[config.mk]
export PLATFORM = sky130hd
export DESIGN_NAME = register_file_loader
export DESIGN_NICKNAME = d
export VERILOG_FILES = /design/src/rtl/register_file_loader.sv
export SDC_FILE = /design/constraint.sdc
export NUM_CORES = 1
export LEC_CHECK = 0
export ABC_AREA = 1
export BUFFER_PORTS_ARGS = -buffer_cell sky130_fd_sc_hd__buf_4
export CORE_ASPECT_RATIO = 0.5
export CORE_UTILIZATION = 48
export DETAILED_ROUTE_END_ITERATION = 16
export MAX_ROUTING_LAYER = met4
export PLACE_DENSITY = 0.83
export SLEW_MARGIN = 40
export SYNTH_ARGS = -nofsm -noshare
export SYNTH_HDL_FRONTEND = slang
export SYNTH_SLANG_ARGS = --single-unit
export TNS_END_PERCENT = 100
[constraint.sdc]
create_clock -name Clock -period 3.3 [get_ports Clock]
set_input_delay 0.66 -clock Clock [delete_from_list [all_inputs] [get_ports Clock]]
set_output_delay 0.66 -clock Clock [all_outputs]
set_load 0.03 [all_outputs]
[src/rtl/register_file_loader.sv]
// Register file loader: takes a burst of words from a valid/ready source and
// writes them to consecutive register-file entries. The write address wraps
// modulo 2^ADDR_WIDTH.
// Optional feature: define LOADER_CHECKSUM_EN to add a running Checksum output.
// Checksum is the modulo-2^DATA_WIDTH sum of all words written in the current burst.
module register_file_loader #(
  parameter int DATA_WIDTH = 16,
  parameter int ADDR_WIDTH = 10
) (
  input  logic                  Clock,
  input  logic                  ResetN,
  input  logic                  Start,
  input  logic [ADDR_WIDTH-1:0] StartAddress,
  input  logic [ADDR_WIDTH:0]   Length,
  input  logic                  Abort,
  input  logic                  InValid,
  input  logic [DATA_WIDTH-1:0] InData,
  output logic                  InReady,
  output logic                  WriteEnable,
  output logic [ADDR_WIDTH-1:0] WriteAddress,
  output logic [DATA_WIDTH-1:0] WriteValue,
  output logic                  Busy,
`ifdef LOADER_CHECKSUM_EN
  output logic                  Done,
  output logic [DATA_WIDTH-1:0] Checksum
`else
  output logic                  Done
`endif
);

  typedef enum logic [1:0] {
    IDLE   = 2'd0,
    LOAD   = 2'd1,
    FINISH = 2'd2
  } state_t;

  localparam logic [ADDR_WIDTH:0]   COUNT_ONE = {{ADDR_WIDTH{1'b0}}, 1'b1};
  localparam logic [ADDR_WIDTH-1:0] ADDR_ONE  = {{(ADDR_WIDTH-1){1'b0}}, 1'b1};

  state_t                state;
  state_t                state_next;
  logic [ADDR_WIDTH-1:0] addr;
  logic [ADDR_WIDTH-1:0] addr_next;
  logic [ADDR_WIDTH:0]   count;
  logic [ADDR_WIDTH:0]   count_next;
  logic                  accept;
  logic                  start_accept;

  // The source may only hand over words while a burst is loading.
  // A burst is considered in progress until its FINISH cycle has passed.
  assign InReady = (state == LOAD);
  assign Busy    = (state != IDLE);

  // Next-state logic and address/count bookkeeping.
  // Abort is checked before last-word completion so an aborted burst never reaches FINISH.
  always_comb begin
    state_next   = state;
    addr_next    = addr;
    count_next   = count;
    accept       = 1'b0;
    start_accept = 1'b0;
    unique case (state)
      IDLE: begin
        if (Start) begin
          start_accept = 1'b1;
          addr_next    = StartAddress;
          count_next   = Length;
          if (Length == '0) begin
            state_next = FINISH;
          end else begin
            state_next = LOAD;
          end
        end
      end
      LOAD: begin
        accept = InValid;
        if (accept) begin
          addr_next  = addr + ADDR_ONE;
          count_next = count - COUNT_ONE;
        end
        if (Abort) begin
          state_next = IDLE;
        end else if (accept && (count == COUNT_ONE)) begin
          state_next = FINISH;
        end
      end
      FINISH: begin
        state_next = IDLE;
      end
      default: begin
        state_next = IDLE;
      end
    endcase
  end

  // State, address and remaining-count registers.
  always_ff @(posedge Clock or negedge ResetN) begin
    if (!ResetN) begin
      state <= IDLE;
      addr  <= '0;
      count <= '0;
    end else begin
      state <= state_next;
      addr  <= addr_next;
      count <= count_next;
    end
  end

  // Registered write port: every accepted word appears on the write port one cycle later.
  // The address and value hold their last value between writes.
  always_ff @(posedge Clock or negedge ResetN) begin
    if (!ResetN) begin
      WriteEnable  <= 1'b0;
      WriteAddress <= '0;
      WriteValue   <= '0;
    end else begin
      WriteEnable <= accept;
      if (accept) begin
        WriteAddress <= addr;
        WriteValue   <= InData;
      end
    end
  end

  // Done is a one-cycle pulse that follows the FINISH cycle.
  // Because it trails FINISH by one cycle, it lands one cycle after the final write.
  always_ff @(posedge Clock or negedge ResetN) begin
    if (!ResetN) begin
      Done <= 1'b0;
    end else begin
      Done <= (state == FINISH);
    end
  end

`ifdef LOADER_CHECKSUM_EN
  // Running sum of the burst's written words.
  // It is cleared when a new burst is accepted and holds its value once the burst ends.
  always_ff @(posedge Clock or negedge ResetN) begin
    if (!ResetN) begin
      Checksum <= '0;
    end else if (start_accept) begin
      Checksum <= '0;
    end else if (accept) begin
      Checksum <= Checksum + InData;
    end
  end
`else
  // The burst-start indication only feeds the checksum.
  // This keeps it visibly consumed when the checksum is left out.
  logic unused_start_accept;
  assign unused_start_accept = start_accept;
`endif

endmodule

==> results of run 1 <==
## flip-flops by register name, indices dropped and copies added, names as in the netlist
register,count
addr,10
state,2
WriteValue,16
WriteAddress,10
WriteEnable,1
count,11
Done,1
## path summary, 6_finish.rpt
kind | endpoint | slack [ps] | cells after the start
min reg2reg | count[9] | 480 | 2
min in group Clock | count[9] | 480 | 2
max in group asynchronous | WriteEnable | 2510 | 1
max | InReady | 1210 | 4
min | count[0] | 350 | 1
max reg2reg | count[10] | 1600 | 10
## worst register-to-register path: stages, from the launching register on
cell and delay, ps:
dfrtp_1 430, inv_2 60, nor2_4 100, buf_4 300, nand2_1 160, nor2_1 250, nand2_1 70, o21ai_0 80
nand2_1 70, nand2_1 60, inv_1 30
## through the flow
stage	hold slack (ps)	area, µm²	setup WS (ps)	utilization (%)
finish	352	3230	1210	63.8
global route	408	3230	1120	63.8
CTS	389	3230	1210	63.8
detailed placement	465	3140	1430	62.0
global placement	465	3140	1470	62.0
floorplan	364	2610	1780	-
## cell usage in the layout, fill, tap and decap left out, types with 2 or more instances in the layout
| cell type | synthesis | final |
|---|---|---|
| clkbuf_8 | 0 | 5 |
| o21ai_1 | 3 | 3 |
| ha_1 | 3 | 3 |
| clkinvlp_4 | 0 | 2 |
| dfrtp_1 | 51 | 51 |
| o21ai_2 | 2 | 2 |
| o21ai_0 | 29 | 29 |
| nand2_1 | 140 | 140 |
| nand2_4 | 2 | 2 |
| o22ai_1 | 3 | 3 |
| buf_4 | 0 | 72 |
| nor2_1 | 27 | 27 |
| nand3_1 | 15 | 15 |
| nand4_1 | 3 | 3 |
| inv_2 | 2 | 2 |
| o211ai_1 | 2 | 2 |
| inv_1 | 28 | 28 |
| a21oi_1 | 11 | 11 |
## cell usage after synthesis (all sizes together)
master / n
nand2: 143
nand3: 15
inv: 30
and3: 1
nand3b: 1
o21ai: 34
buf: 9
clkbuf: 3
nor2: 28
ha: 3
nand4: 3
o22ai: 3
o211ai: 2
a21oi: 11
dfrtp: 51
a31oi: 1
nor3: 2
a22oi: 2
## power groups by stage
stage / Combinational [mW] / Clock (mW) / Sequential (mW)
floorplan: 0.815 / 0 / 1.42
global placement: 1.52 / 0 / 1.12
detailed placement: 1.57 / 0 / 1.14
CTS: 1.58 / 0.372 / 1.13
global route: 1.73 / 0.398 / 1.16
finish: 1.57 / 0.362 / 1.13
## area by class of cell
type | count | area (µm²)
clock buffer | 5 | 68.8
clock inverter | 3 | 20.0
fill | 451 | 1840
inverter | 30 | 113
multi-input combinational | 249 | 1130
sequential | 51 | 1280
tap | 70 | 87.6
timing repair buffer | 72 | 541
## layer usage
| metal | track usage (%) | routed length, µm | vias up |
|---|---|---|---|
| li1 | - | - | 1210 |
| met1 | 24.9 | 2470 | 1076 |
| met2 | 38.2 | 2790 | 84 |
| met3 | 4.72 | 382 | 8 |
| met4 | 8.56 | 82 | 0 |
| met5 | - | 0 | - |
## cells by family after synthesis
kind of cell	after synthesis	share of synthesized area, %
fa+ha+maj	3	1.44
buf+inv	42	8.00
compound gates	53	11.5
flops	51	48.9
simple gates	193	30.2
==> impl_metrics.env, run 1 <==
export IMPL_setup_violations=0
export IMPL_syn_to_final_growth_pct=23.8
export IMPL_synth_avg_cell_area_um2=7.64
export IMPL_arrival_ps=1430
export IMPL_fin_crit_sh_pct=63.2
export IMPL_row_count=18
export IMPL_cp_end_kind="output port"
export IMPL_syn_area_um2=2610
export IMPL_worstReg2RegStart="state[0]"
export IMPL_fmax_mhz=479
export IMPL_status="finished, final reports clean"
export IMPL_clockBufferDepth=2
export IMPL_synthTopCellsByArea="dfrtp_1, nand2_1, o21ai_0"
export IMPL_synth_largest_area_cell="dfrtp_1"
export IMPL_cp_common_cell="buf_4"
export IMPL_worst_setup_path_start_kind="flop"
export IMPL_hold_path_class="in -> async"
export IMPL_cp_max_fo=30
export IMPL_cts_made_buffers=5
export IMPL_maxCapViolations=0
export IMPL_clk_pin_slew_ps=90
export IMPL_remaining_drc_errors=0
export IMPL_clkPwrFrac_pct=11.8
export IMPL_cts_resized=0
export IMPL_place_hpwl_um=4060
export IMPL_p_leak_nw=1.72
export IMPL_grt_pass1_wl_um=9180
export IMPL_max_stage_delay_ps=430
export IMPL_power_total_mw=3.06
export IMPL_fp_dieH_um=54.2
export IMPL_pwr_share_comb_pct=51.2
export IMPL_slew_headroom_pct=57.7
export IMPL_gr_total_overflow=0
export IMPL_ant_nets=0
export IMPL_worstSetupPathType="reg -> out"
export IMPL_crit_family="buffers and inverters"
export IMPL_syn_nets=387
export IMPL_ys_types=28
export IMPL_fp_dieArea_um2=5760
export IMPL_antenna_found_initial=0
export IMPL_io_pins=72
export IMPL_startpoint="state[0]"
export IMPL_nets=454
export IMPL_start_util_pct=51.5
export IMPL_worstMarginPinSlew_ps=635
export IMPL_peakVddDrop_mv=0.495
export IMPL_synth_top_area_share_pct=48.9
export IMPL_cts_max_level=2
export IMPL_finalCriticalPeriod_ps=2090
export IMPL_post_cts_buffers=0
export IMPL_hold_viol=0
export IMPL_wire_per_inst_um=11.9
export IMPL_finalNonFillerCells=480
export IMPL_drt_wl_total_um=5720
export IMPL_cpMaxStageDelayCell="dfrtp_1"
export IMPL_cts_tree="done"
export IMPL_setup_tns_ps=0
export IMPL_hold_buffers=0
export IMPL_ys_ff_latch=51
export IMPL_power_frac_seq_pct=36.9
export IMPL_post_drt_via_cell_ratio=4.95
export IMPL_rsz0062_at_grt="false"
export IMPL_syn_inst=342
export IMPL_drv_slew=0
export IMPL_fp_dieW_um=106
export IMPL_synth_seq_area_share_pct=48.9
export IMPL_path_buf_inv=3
export IMPL_path_cells="inv_2 -> nor2_4 -> buf_4 -> buf_4"
export IMPL_dr_pass1_iters=4
export IMPL_switching_power_mw=1.45
export IMPL_grt_use_total_pct=21.6
export IMPL_yosys_warnings=0
export IMPL_drive_above_1_share_pct=22.2
export IMPL_core_area_um2=5070
export IMPL_p_sw_share_pct=47.4
export IMPL_initialDrtViolationCount=155
export IMPL_grt_max_degree=52
export IMPL_power_density_nw_per_um2=948
export IMPL_cts_num_sinks=51
export IMPL_intPower_mw=1.61
export IMPL_grt_pass1_vias=2182
export IMPL_cp_required_ps=2640
export IMPL_diodes=0
export IMPL_io_buffers=71
export IMPL_finClkSkew_ps=5.20
export IMPL_dp_cells=472
export IMPL_vias=2378
export IMPL_gp_congestion=0.902
export IMPL_clk_latency_ps=310
export IMPL_root_buffer="clkbuf_8"
Note: power is estimated with default switching activity, not from simulation.
==> inputs of run 2 (changes only) <==
--- a/config.mk
+++ b/config.mk
@@ -8,10 +8,10 @@
 export ABC_AREA = 1
 export BUFFER_PORTS_ARGS = -buffer_cell sky130_fd_sc_hd__buf_4
 export CORE_ASPECT_RATIO = 0.5
-export CORE_UTILIZATION = 48
+export CORE_UTILIZATION = 47
 export DETAILED_ROUTE_END_ITERATION = 16
 export MAX_ROUTING_LAYER = met4
-export PLACE_DENSITY = 0.83
+export PLACE_DENSITY = 0.85
 export SLEW_MARGIN = 40
 export SYNTH_ARGS = -nofsm -noshare
 export SYNTH_HDL_FRONTEND = slang
==> constraint.sdc (replaced) <==
create_clock -name Clock -period 1.7 [get_ports Clock]
set_input_delay 0.34 -clock Clock [delete_from_list [all_inputs] [get_ports Clock]]
set_output_delay 0.34 -clock Clock [all_outputs]
set_load 0.03 [all_outputs]
==> run 2 against run 1 <==
Against the previous run:
- final area is 2.4% higher
- total power is 100% higher
- critical endpoint unchanged
- die area is 2.1% higher
- clock-buffer cell count stayed put
- setup slack worse by 1100 ps
- clock skew hardly changed
- critical path type unchanged
- via count is 0.13% lower
- combinational power is 99% higher
- worst hold slack worse by 310 ps
==> impl_metrics.env, run 2 (synthesis gave the netlist of run 1 again) <==
export IMPL_cts_tree="done"
export IMPL_finalCriticalPeriod_ps=1610
export IMPL_cts_max_level=2
export IMPL_grt_pass1_wl_um=9080
export IMPL_gr_total_overflow=0
export IMPL_seqCellArea_um2=1280
export IMPL_antenna_found_initial=0
export IMPL_cts_made_buffers=5
export IMPL_nets=460
export IMPL_root_buffer="clkbuf_8"
export IMPL_cpMaxStageDelayCell="dfrtp_1"
export IMPL_fmax_mhz=620
export IMPL_worst_setup_path_start_kind="flop"
export IMPL_gp_congestion=0.824
export IMPL_fp_dieH_um=54.7
export IMPL_fp_dieW_um=107
export IMPL_fin_crit_sh_pct=94.9
export IMPL_clk_pin_slew_ps=90
export IMPL_fp_dieArea_um2=5880
export IMPL_initialDrtViolationCount=96
export IMPL_clockBufferDepth=2
export IMPL_cp_end_kind="output port"
export IMPL_p_leak_nw=1.77
export IMPL_worstSetupPathType="reg -> out"
export IMPL_wire_per_inst_um=11.9
export IMPL_layout_commonest_cell="nand2_1"
export IMPL_arrival_ps=1270
export IMPL_setup_violations=0
export IMPL_rsz0062_at_grt="false"
export IMPL_hold_viol=0
export IMPL_place_ws_ps=199
export IMPL_r2r_end="count[5]"
export IMPL_peakVddDrop_mv=0.930
export IMPL_power_density_nw_per_um2=1870
export IMPL_top_register="WriteValue"
export IMPL_maxCapViolations=0
export IMPL_io_buffers=71
export IMPL_worstReg2RegStart="state[0]"
export IMPL_status="finished, final reports clean"
export IMPL_clk_latency_ps=310
export IMPL_worst_slack_ps=87.3
export IMPL_finClkSkew_ps=5.62
export IMPL_largest_reg_flops=16
export IMPL_setup_tns_ps=0
export IMPL_cp_max_fo=20
export IMPL_fillerInstances=454
export IMPL_cp_required_ps=1360
export IMPL_post_drt_via_cell_ratio=4.89
export IMPL_drt_wl_total_um=5800
export IMPL_place_hpwl_um=4060
export IMPL_rr_worst_depth=9
export IMPL_cts_num_sinks=51
export IMPL_r2r_slack_ps=150
export IMPL_diodes=0
export IMPL_grt_pass1_vias=2161
export IMPL_core_area_um2=5130
export IMPL_max_stage_delay_ps=420
export IMPL_hold_path_class="in -> async"
export IMPL_remaining_drc_errors=0
export IMPL_multi_input_area_um2=1130
export IMPL_grt_use_total_pct=21.3
export IMPL_grt_max_degree=52
export IMPL_worstMarginPinSlew_ps=639
export IMPL_drv_slew=0
export IMPL_slew_headroom_pct=57.4
export IMPL_dr_pass1_iters=4
export IMPL_ant_nets=0
export IMPL_syn_to_final_growth_pct=26.7
export IMPL_drive_above_1_share_pct=23.3
export IMPL_row_count=18
export IMPL_start_util_pct=50.9
export IMPL_path_cells="inv_2 -> nor2_4 -> buf_6 -> buf_4"
export IMPL_layout_common_cells="nand2_1, buf_4, dfrtp_1"
export IMPL_top_regs="WriteValue (16), count (11)"
export IMPL_vias=2375
export IMPL_io_pins=72
run 2: cell types whose count changed in the layout (fill, tap and decap cells not counted), sizes merged:
cell and delta:
clkinvlp -2, inv +1, buf +6, bufinv +1
run 2: worst max-delay path by stage:
stage                     cells past startpoint       end  slack [ps]      from
after floorplan                               8   addr[8]         430   addr[0]
after global placement                        4   InReady         230  state[0]
after detailed placement                      7  count[5]         200  state[1]
after CTS                                     4   InReady          80  state[0]
after global routing                          4   InReady          20  state[0]
final                                         4   InReady          90  state[0]
run 2: layout make-up:
type / count / area share [%]
sequential: 51 / 38.6
multi-input combinational: 249 / 34.0
timing repair buffer: 78 / 17.8
inverter: 30 / 3.40
tap: 70 / 2.65
clock buffer: 5 / 2.08
clock inverter: 3 / 1.44
run 2: per-layer routing:
layer | share of wire [%] | global-route usage, % | up-vias
met5 | 0 | - | -
met4 | 0.91 | 8.45 | 0
met3 | 5.7 | 3.81 | 5
met2 | 49 | 40.5 | 60
met1 | 44 | 23.0 | 1084
li1 | - | - | 1226
run 2: per-stage QoR:
step	utilization (%)	instance area, µm²	instances	hold WS (ps)	power, mW
finish	64.4	3310	486	40.1	6.18
global route	64.4	3310	486	98.0	6.66
CTS	64.4	3310	486	72.7	6.21
detailed placement	61.9	3180	477	409	5.31
global placement	61.9	3180	477	404	5.25
floorplan	-	2610	342	44.4	4.35
run 2: worst max-delay path, delay by kind of cell (launching register included):
| kind | cells | cell delay [ps] |
|---|---|---|
| simple gates | 1 | 120 |
| flops | 1 | 420 |
| buf+inv | 3 | 430 |
run 2: report_power, final:
| group | total [mW] | internal (mW) | switching, mW |
|---|---|---|---|
| Clock | 0.870 | 0.447 | 0.423 |
| Combinational | 3.12 | 1.12 | 2.00 |
| Sequential | 2.19 | 1.78 | 0.414 |
| Total | 6.18 | 3.35 | 2.83 |
run 2: timing repair:
item / in CTS / in global routing
setup buffers: 1 / 0
resized for setup: 1 / 0
endpoints found under the setup margin: 1 / 0
hold buffers: 0 / 0
